`src/rtl/des_pkg.sv`:
```
// Shared definitions for the DES round controller: FSM states, default
// round count and the per-round key rotation table.
package des_pkg;

  typedef enum logic [2:0] {
    ST_IDLE  = 3'd0,
    ST_IP    = 3'd1,
    ST_ROUND = 3'd2,
    ST_FP    = 3'd3,
    ST_OUT   = 3'd4
  } state_t;

  localparam int ROUNDS_DEFAULT = 16;

  // Encryption rotate amounts, 2 bits per round, round 0 in the LSBs.
  // Rounds 0,1,8,15 rotate by one, all others by two.
  localparam logic [31:0] SHIFT_TABLE = {
    2'd1, 2'd2, 2'd2, 2'd2, 2'd2, 2'd2, 2'd2, 2'd1,
    2'd2, 2'd2, 2'd2, 2'd2, 2'd2, 2'd2, 2'd1, 2'd1
  };

endpackage

```
`src/rtl/des_shift_sched.sv`:
```
// Key schedule lookup: maps the current round and cipher direction to the
// rotate amount and rotate direction of the C/D key halves.
module des_shift_sched
  import des_pkg::*;
(
  input  logic [3:0] i_round_idx,
  input  logic       i_mode,
  output logic [1:0] o_key_shift,
  output logic       o_key_dir
);

  logic [1:0] w_enc_shift;

  assign w_enc_shift = SHIFT_TABLE[{i_round_idx, 1'b0} +: 2];

  // Decryption runs the schedule backwards starting from the PC-1 key, so the
  // first round needs no rotation; later rounds reuse the encryption amounts.
  assign o_key_shift = (i_mode && (i_round_idx == 4'd0)) ? 2'd0 : w_enc_shift;
  assign o_key_dir   = i_mode;

endmodule

```
`src/rtl/des_round_ctrl.sv`:
```
// DES round sequencer: accepts a block, strobes the initial permutation and
// key load, runs ROUNDS Feistel rounds with the key rotation schedule, strobes
// the final permutation and holds the result valid until it is taken.
module des_round_ctrl
  import des_pkg::*;
#(
  parameter int ROUNDS = ROUNDS_DEFAULT
) (
  input  logic       clk_in,
  input  logic       rst_in,
  input  logic       start_valid_in,
  output logic       start_ready_out,
  input  logic       mode_in,
  output logic       ip_load_out,
  output logic       key_load_out,
  output logic       round_en_out,
  output logic [3:0] round_idx_out,
  output logic [1:0] key_shift_out,
  output logic       key_dir_out,
  output logic       fp_load_out,
  output logic       out_valid_out,
  input  logic       out_ready_in,
  output logic       busy_out
);

  localparam logic [3:0] LAST_IDX = 4'(ROUNDS - 1);

  state_t     r_state;
  state_t     w_state_nxt;
  logic [3:0] r_round_idx;
  logic       r_mode;
  logic       w_accept;
  logic [1:0] w_sched_shift;
  logic       w_sched_dir;

  des_shift_sched u_shift_sched (
    .i_round_idx (r_round_idx),
    .i_mode      (r_mode),
    .o_key_shift (w_sched_shift),
    .o_key_dir   (w_sched_dir)
  );

  assign w_accept      = start_valid_in && (r_state == ST_IDLE);
  assign busy_out      = (r_state != ST_IDLE);
  assign round_idx_out = r_round_idx;

  // State register; reset abandons any block in flight.
  always_ff @(posedge clk_in or posedge rst_in) begin
    if (rst_in) begin
      r_state <= ST_IDLE;
    end else begin
      r_state <= w_state_nxt;
    end
  end

  // Cipher direction captured at accept; round counter cleared in IP, advanced
  // through ROUND and left at its final value until the next block.
  always_ff @(posedge clk_in or posedge rst_in) begin
    if (rst_in) begin
      r_mode      <= 1'b0;
      r_round_idx <= 4'd0;
    end else begin
      if (w_accept) begin
        r_mode <= mode_in;
      end
      if (r_state == ST_IP) begin
        r_round_idx <= 4'd0;
      end else if ((r_state == ST_ROUND) && (r_round_idx != LAST_IDX)) begin
        r_round_idx <= r_round_idx + 4'd1;
      end
    end
  end

  // Next-state and Moore outputs; strobes come from distinct states so they
  // can never overlap, and the key schedule is only visible during ROUND.
  always_comb begin
    w_state_nxt     = r_state;
    start_ready_out = 1'b0;
    ip_load_out     = 1'b0;
    key_load_out    = 1'b0;
    round_en_out    = 1'b0;
    fp_load_out     = 1'b0;
    out_valid_out   = 1'b0;
    key_shift_out   = 2'd0;
    key_dir_out     = 1'b0;
    case (r_state)
      ST_IDLE: begin
        start_ready_out = 1'b1;
        if (start_valid_in) begin
          w_state_nxt = ST_IP;
        end
      end
      ST_IP: begin
        ip_load_out  = 1'b1;
        key_load_out = 1'b1;
        w_state_nxt  = ST_ROUND;
      end
      ST_ROUND: begin
        round_en_out  = 1'b1;
        key_shift_out = w_sched_shift;
        key_dir_out   = w_sched_dir;
        if (r_round_idx == LAST_IDX) begin
          w_state_nxt = ST_FP;
        end
      end
      ST_FP: begin
        fp_load_out = 1'b1;
        w_state_nxt = ST_OUT;
      end
      ST_OUT: begin
        out_valid_out = 1'b1;
        if (out_ready_in) begin
          w_state_nxt = ST_IDLE;
        end
      end
      default: begin
        w_state_nxt = ST_IDLE;
      end
    endcase
  end

endmodule
```
`config.mk`:
```
export PLATFORM = sky130hd
export DESIGN_NAME = des_round_ctrl
export DESIGN_NICKNAME = d
export VERILOG_FILES = /design/src/rtl/des_pkg.sv /design/src/rtl/des_shift_sched.sv /design/src/rtl/des_round_ctrl.sv
export SDC_FILE = /design/constraint.sdc
export NUM_CORES = 1
export LEC_CHECK = 0
export ABC_AREA = 1
export BUFFER_PORTS_ARGS = -buffer_cell sky130_fd_sc_hd__buf_2
export CORE_UTILIZATION = 40
export CTS_BUF_LIST = sky130_fd_sc_hd__clkbuf_4 sky130_fd_sc_hd__clkbuf_8 sky130_fd_sc_hd__clkbuf_16
export DETAILED_ROUTE_END_ITERATION = 6
export PLACE_DENSITY = 0.73
export SLEW_MARGIN = 20
export SYNTH_ARGS = -nofsm -noshare
export SYNTH_HDL_FRONTEND = slang
export SYNTH_SLANG_ARGS = --single-unit
```
`constraint.sdc`:
```
create_clock -name clk_in -period 1.5 [get_ports clk_in]
set_input_delay 0.075 -clock clk_in [delete_from_list [all_inputs] [get_ports clk_in]]
set_output_delay 0.075 -clock clk_in [all_outputs]
set_load 0.02 [all_outputs]
```
==> flow_summary.toml <==
[yosys]
ys_warn_count = 0
synthesis.nets = 89
synth_area_um2 = 578
synth-adder-area-share_pct = 8.66
ys_ff_latch = 8
ys_types = 19
synth_top_family_by_area = "simple AND/OR/NAND/NOR gates"
synthSimpleGateAreaFrac_pct = 41.1
synth_mux_area_share_pct = 0
yosysSeqAreaShare_pct = 34.6
synth_cells = 80
syn_area_per_cell_um2 = 7.23
synth_compound_area_share_pct = 2.60
synth-xor-area-share_pct = 0

[worst_hold_path]
worstHoldPathType = "primary input to register"
holdPathStages = 3
hold_path_end = "r_mode"
min_from = "mode_in"

[critical_path]
arrival_ns = 1.42
rrSetupSlack_ns = 0.24
slowest_delay_ns = 0.45
worst_setup_path_end_kind = "primary output"
path_cells = "inv_4, ha_4, nand2_2, nand2_1, a21oi_2, nor2_1, buf_4"
r2r_cells = 7
cp-start-kind = "register"
path_class = "register to primary output"
crit_fanout = 6
crit_path_top_delay_cell = "dfrtp_2"
reg2reg_from = "round_idx_out[0]"
rr_endpoint = "round_idx_out[2]"
crit_required_ns = 1.42

[pwr]
power_frac_clock_pct = 8.9
p_int_uw = 898
swShare_pct = 52.5
pwr-share-seq_pct = 24.9
leakage_nw = 0.460
power_frac_comb_pct = 66.2
power.density_mw_per_mm2 = 2240
vdd_drop_max_mv = 1.11
p_switching_uw = 992

[timing]
finalHoldViolations = 0
final_max_slew_viol_count = 0
rsz0062_at_grt = "true"
post-route-period-util_pct = 99.7
setup_viol = 0
finalCriticalPeriod_ns = 1.50
slew_headroom_pct = 79.0
tightest_slew_ns = 0.314
clock_skew_ns = 0.000440
max_freq_ghz = 0.669

[place]
place_hpwl_um = 913
gp_congestion = 0.757
portBuffers = 18
dp_cells = 111

[drt]
via_per_inst = 4.84
wl_um = 1430
wl_per_cell_um = 11.7
firstDrtPassIters = 4
drc = 0
drtIter0Drc = 17
drtAntennaViolNets = 0
vias = 590

[final_layout]
drive_gt1_share_pct = 53.3
final_nets = 118
layout.cells.non_filler = 122
final_cell_mix = "21 x nand2_1, 16 x buf_2, 10 x inv_1, 9 x buf_4"
antenna_cells = 0
final_core_util_pct = 64.1
area_growth_pct = 46.1
mostFrequentLayoutCell = "nand2_1"

[cts]
cts_tree = "yes"
cts_buffers = 3
cts_max_level = 1
clkSinkCount = 8
clock_latency_ns = 0.26
clock-root-buffer = "clkbuf_4"
clk_pin_slew_ns = 0.05
cts_buffer_depth = 2

[floorplan]
fp-row-count = 13
start_util_pct = 43.9
io_pins = 19
coreArea_mm2 = 0.00132
dieArea_mm2 = 0.00160
die_w_um = 40.0
dieHeight_um = 40.0

[grt]
grt_max_degree = 10
busiest_layer = "met2"
grt_antenna_before_repair = 0
grt_pass1_wl_um = 1820
met1_usage_pct = 20.1
grt_pass1_vias = 452
grt_usage_pct = 18.3
grt_overflow = 0
met2_usage_pct = 28.6
use_met3_pct = 7.22

[outcome]
outcome = "completed"

[run]
maxCapViolations = 0
[synthesized netlist by cell type]
library cell	instances	share of area [%]
nand3_1	3	2.6
inv_2	2	1.3
nand3_2	1	1.7
ha_1	4	8.7
nor2_1	5	3.2
nand3b_1	2	2.6
dfrtp_1	8	35
nand2_1	23	15
nor2_4	2	3.9
nor2_2	3	3.2
inv_1	14	9.1
nor3_1	2	1.7
nor3_2	1	1.7
o21ai_1	1	0.86
buf_4	2	2.6
or2_2	1	1.1
a21oi_1	2	1.7
nand2_2	1	1.1
nand4_1	3	3.2
[stage by stage]
stage / setup WS [ns] / cell area (µm²) / TNS [ns] / hold slack, ns / total power [mW]
floorplan: 0.114 / 578 / 0 / -0.109 / 1.16
global placement: 0.227 / 672 / 0 / 0.0293 / 1.36
detailed placement: 0.181 / 672 / 0 / 0.0343 / 1.38
CTS: 0.00535 / 738 / 0 / 0.0723 / 1.62
global route: -0.0532 / 845 / -0.0888 / 0.0629 / 2.04
finish: 0.00480 / 845 / 0 / 0.0682 / 1.89
[power groups by stage]
stage	clock network [mW]	logic, mW	registers, mW
after global routing	0.186	1.37	0.483
after CTS	0.165	1.02	0.433
after detailed placement	0	0.948	0.434
final	0.168	1.25	0.470
after global placement	0	0.931	0.431
after floorplan	0	0.721	0.437
[layout make-up]
| class | count | area, µm² |
|---|---|---|
| clock buffer | 3 | 22.5 |
| fill | 116 | 473 |
| inverter | 16 | 67.6 |
| multi-input combinational | 54 | 372 |
| sequential | 8 | 206 |
| tap | 15 | 18.8 |
| timing repair buffer | 26 | 158 |
[routing by layer]
metal / vias to the layer above / wire [µm] / part of all wire (%)
met5: - / 0 / 0
met4: 0 / 27 / 1.9
met3: 4 / 90 / 6.3
met2: 19 / 761 / 53
met1: 268 / 547 / 38
li1: 299 / - / -
[what timing repair did]
item,in CTS,in global routing
setup buffers,3,4
endpoints found under the setup margin,2,2
resized for setup,6,22
pin swaps,0,6
endpoints found under the hold margin,8,0
hold buffers,1,0
cloned,0,0
[registers in the layout, summed over array words and instances, names as in the netlist]
| name | cells |
|---|---|
| r_state | 3 |
| round_idx_out | 4 |
| r_mode | 1 |
[worst max-delay path by stage]
stage / start / to / slack [ns] / depth (start not counted)
after global routing: round_idx_out[0] / key_shift_out[0] / -0.05 / 6
after global placement: round_idx_out[0] / key_shift_out[1] / 0.23 / 6
after CTS: round_idx_out[0] / key_shift_out[1] / 0.005 / 5
final: round_idx_out[0] / key_shift_out[0] / 0.005 / 7
after detailed placement: round_idx_out[0] / round_idx_out[2] / 0.18 / 7
after floorplan: round_idx_out[0] / key_shift_out[0] / 0.11 / 5
[critical path: cells and delay by family (launching register included)]
family / cells / cell delay [ns]
AND/OR/NAND/NOR: 3 / 0.19
buffers and inverters: 2 / 0.23
flip-flops: 1 / 0.45
AO/OA/AOI/OAI: 1 / 0.14
adder cells (fa/ha/maj): 1 / 0.15
[cells by family (layout without fill, tap and decap cells)]
group | count (synthesis) | after routing
adder cells (fa/ha/maj) | 4 | 4
AO/OA/AOI/OAI | 3 | 3
buffers and inverters | 18 | 45
flip-flops | 8 | 8
AND/OR/NAND/NOR | 47 | 47
(Power assumes the default switching activity.)
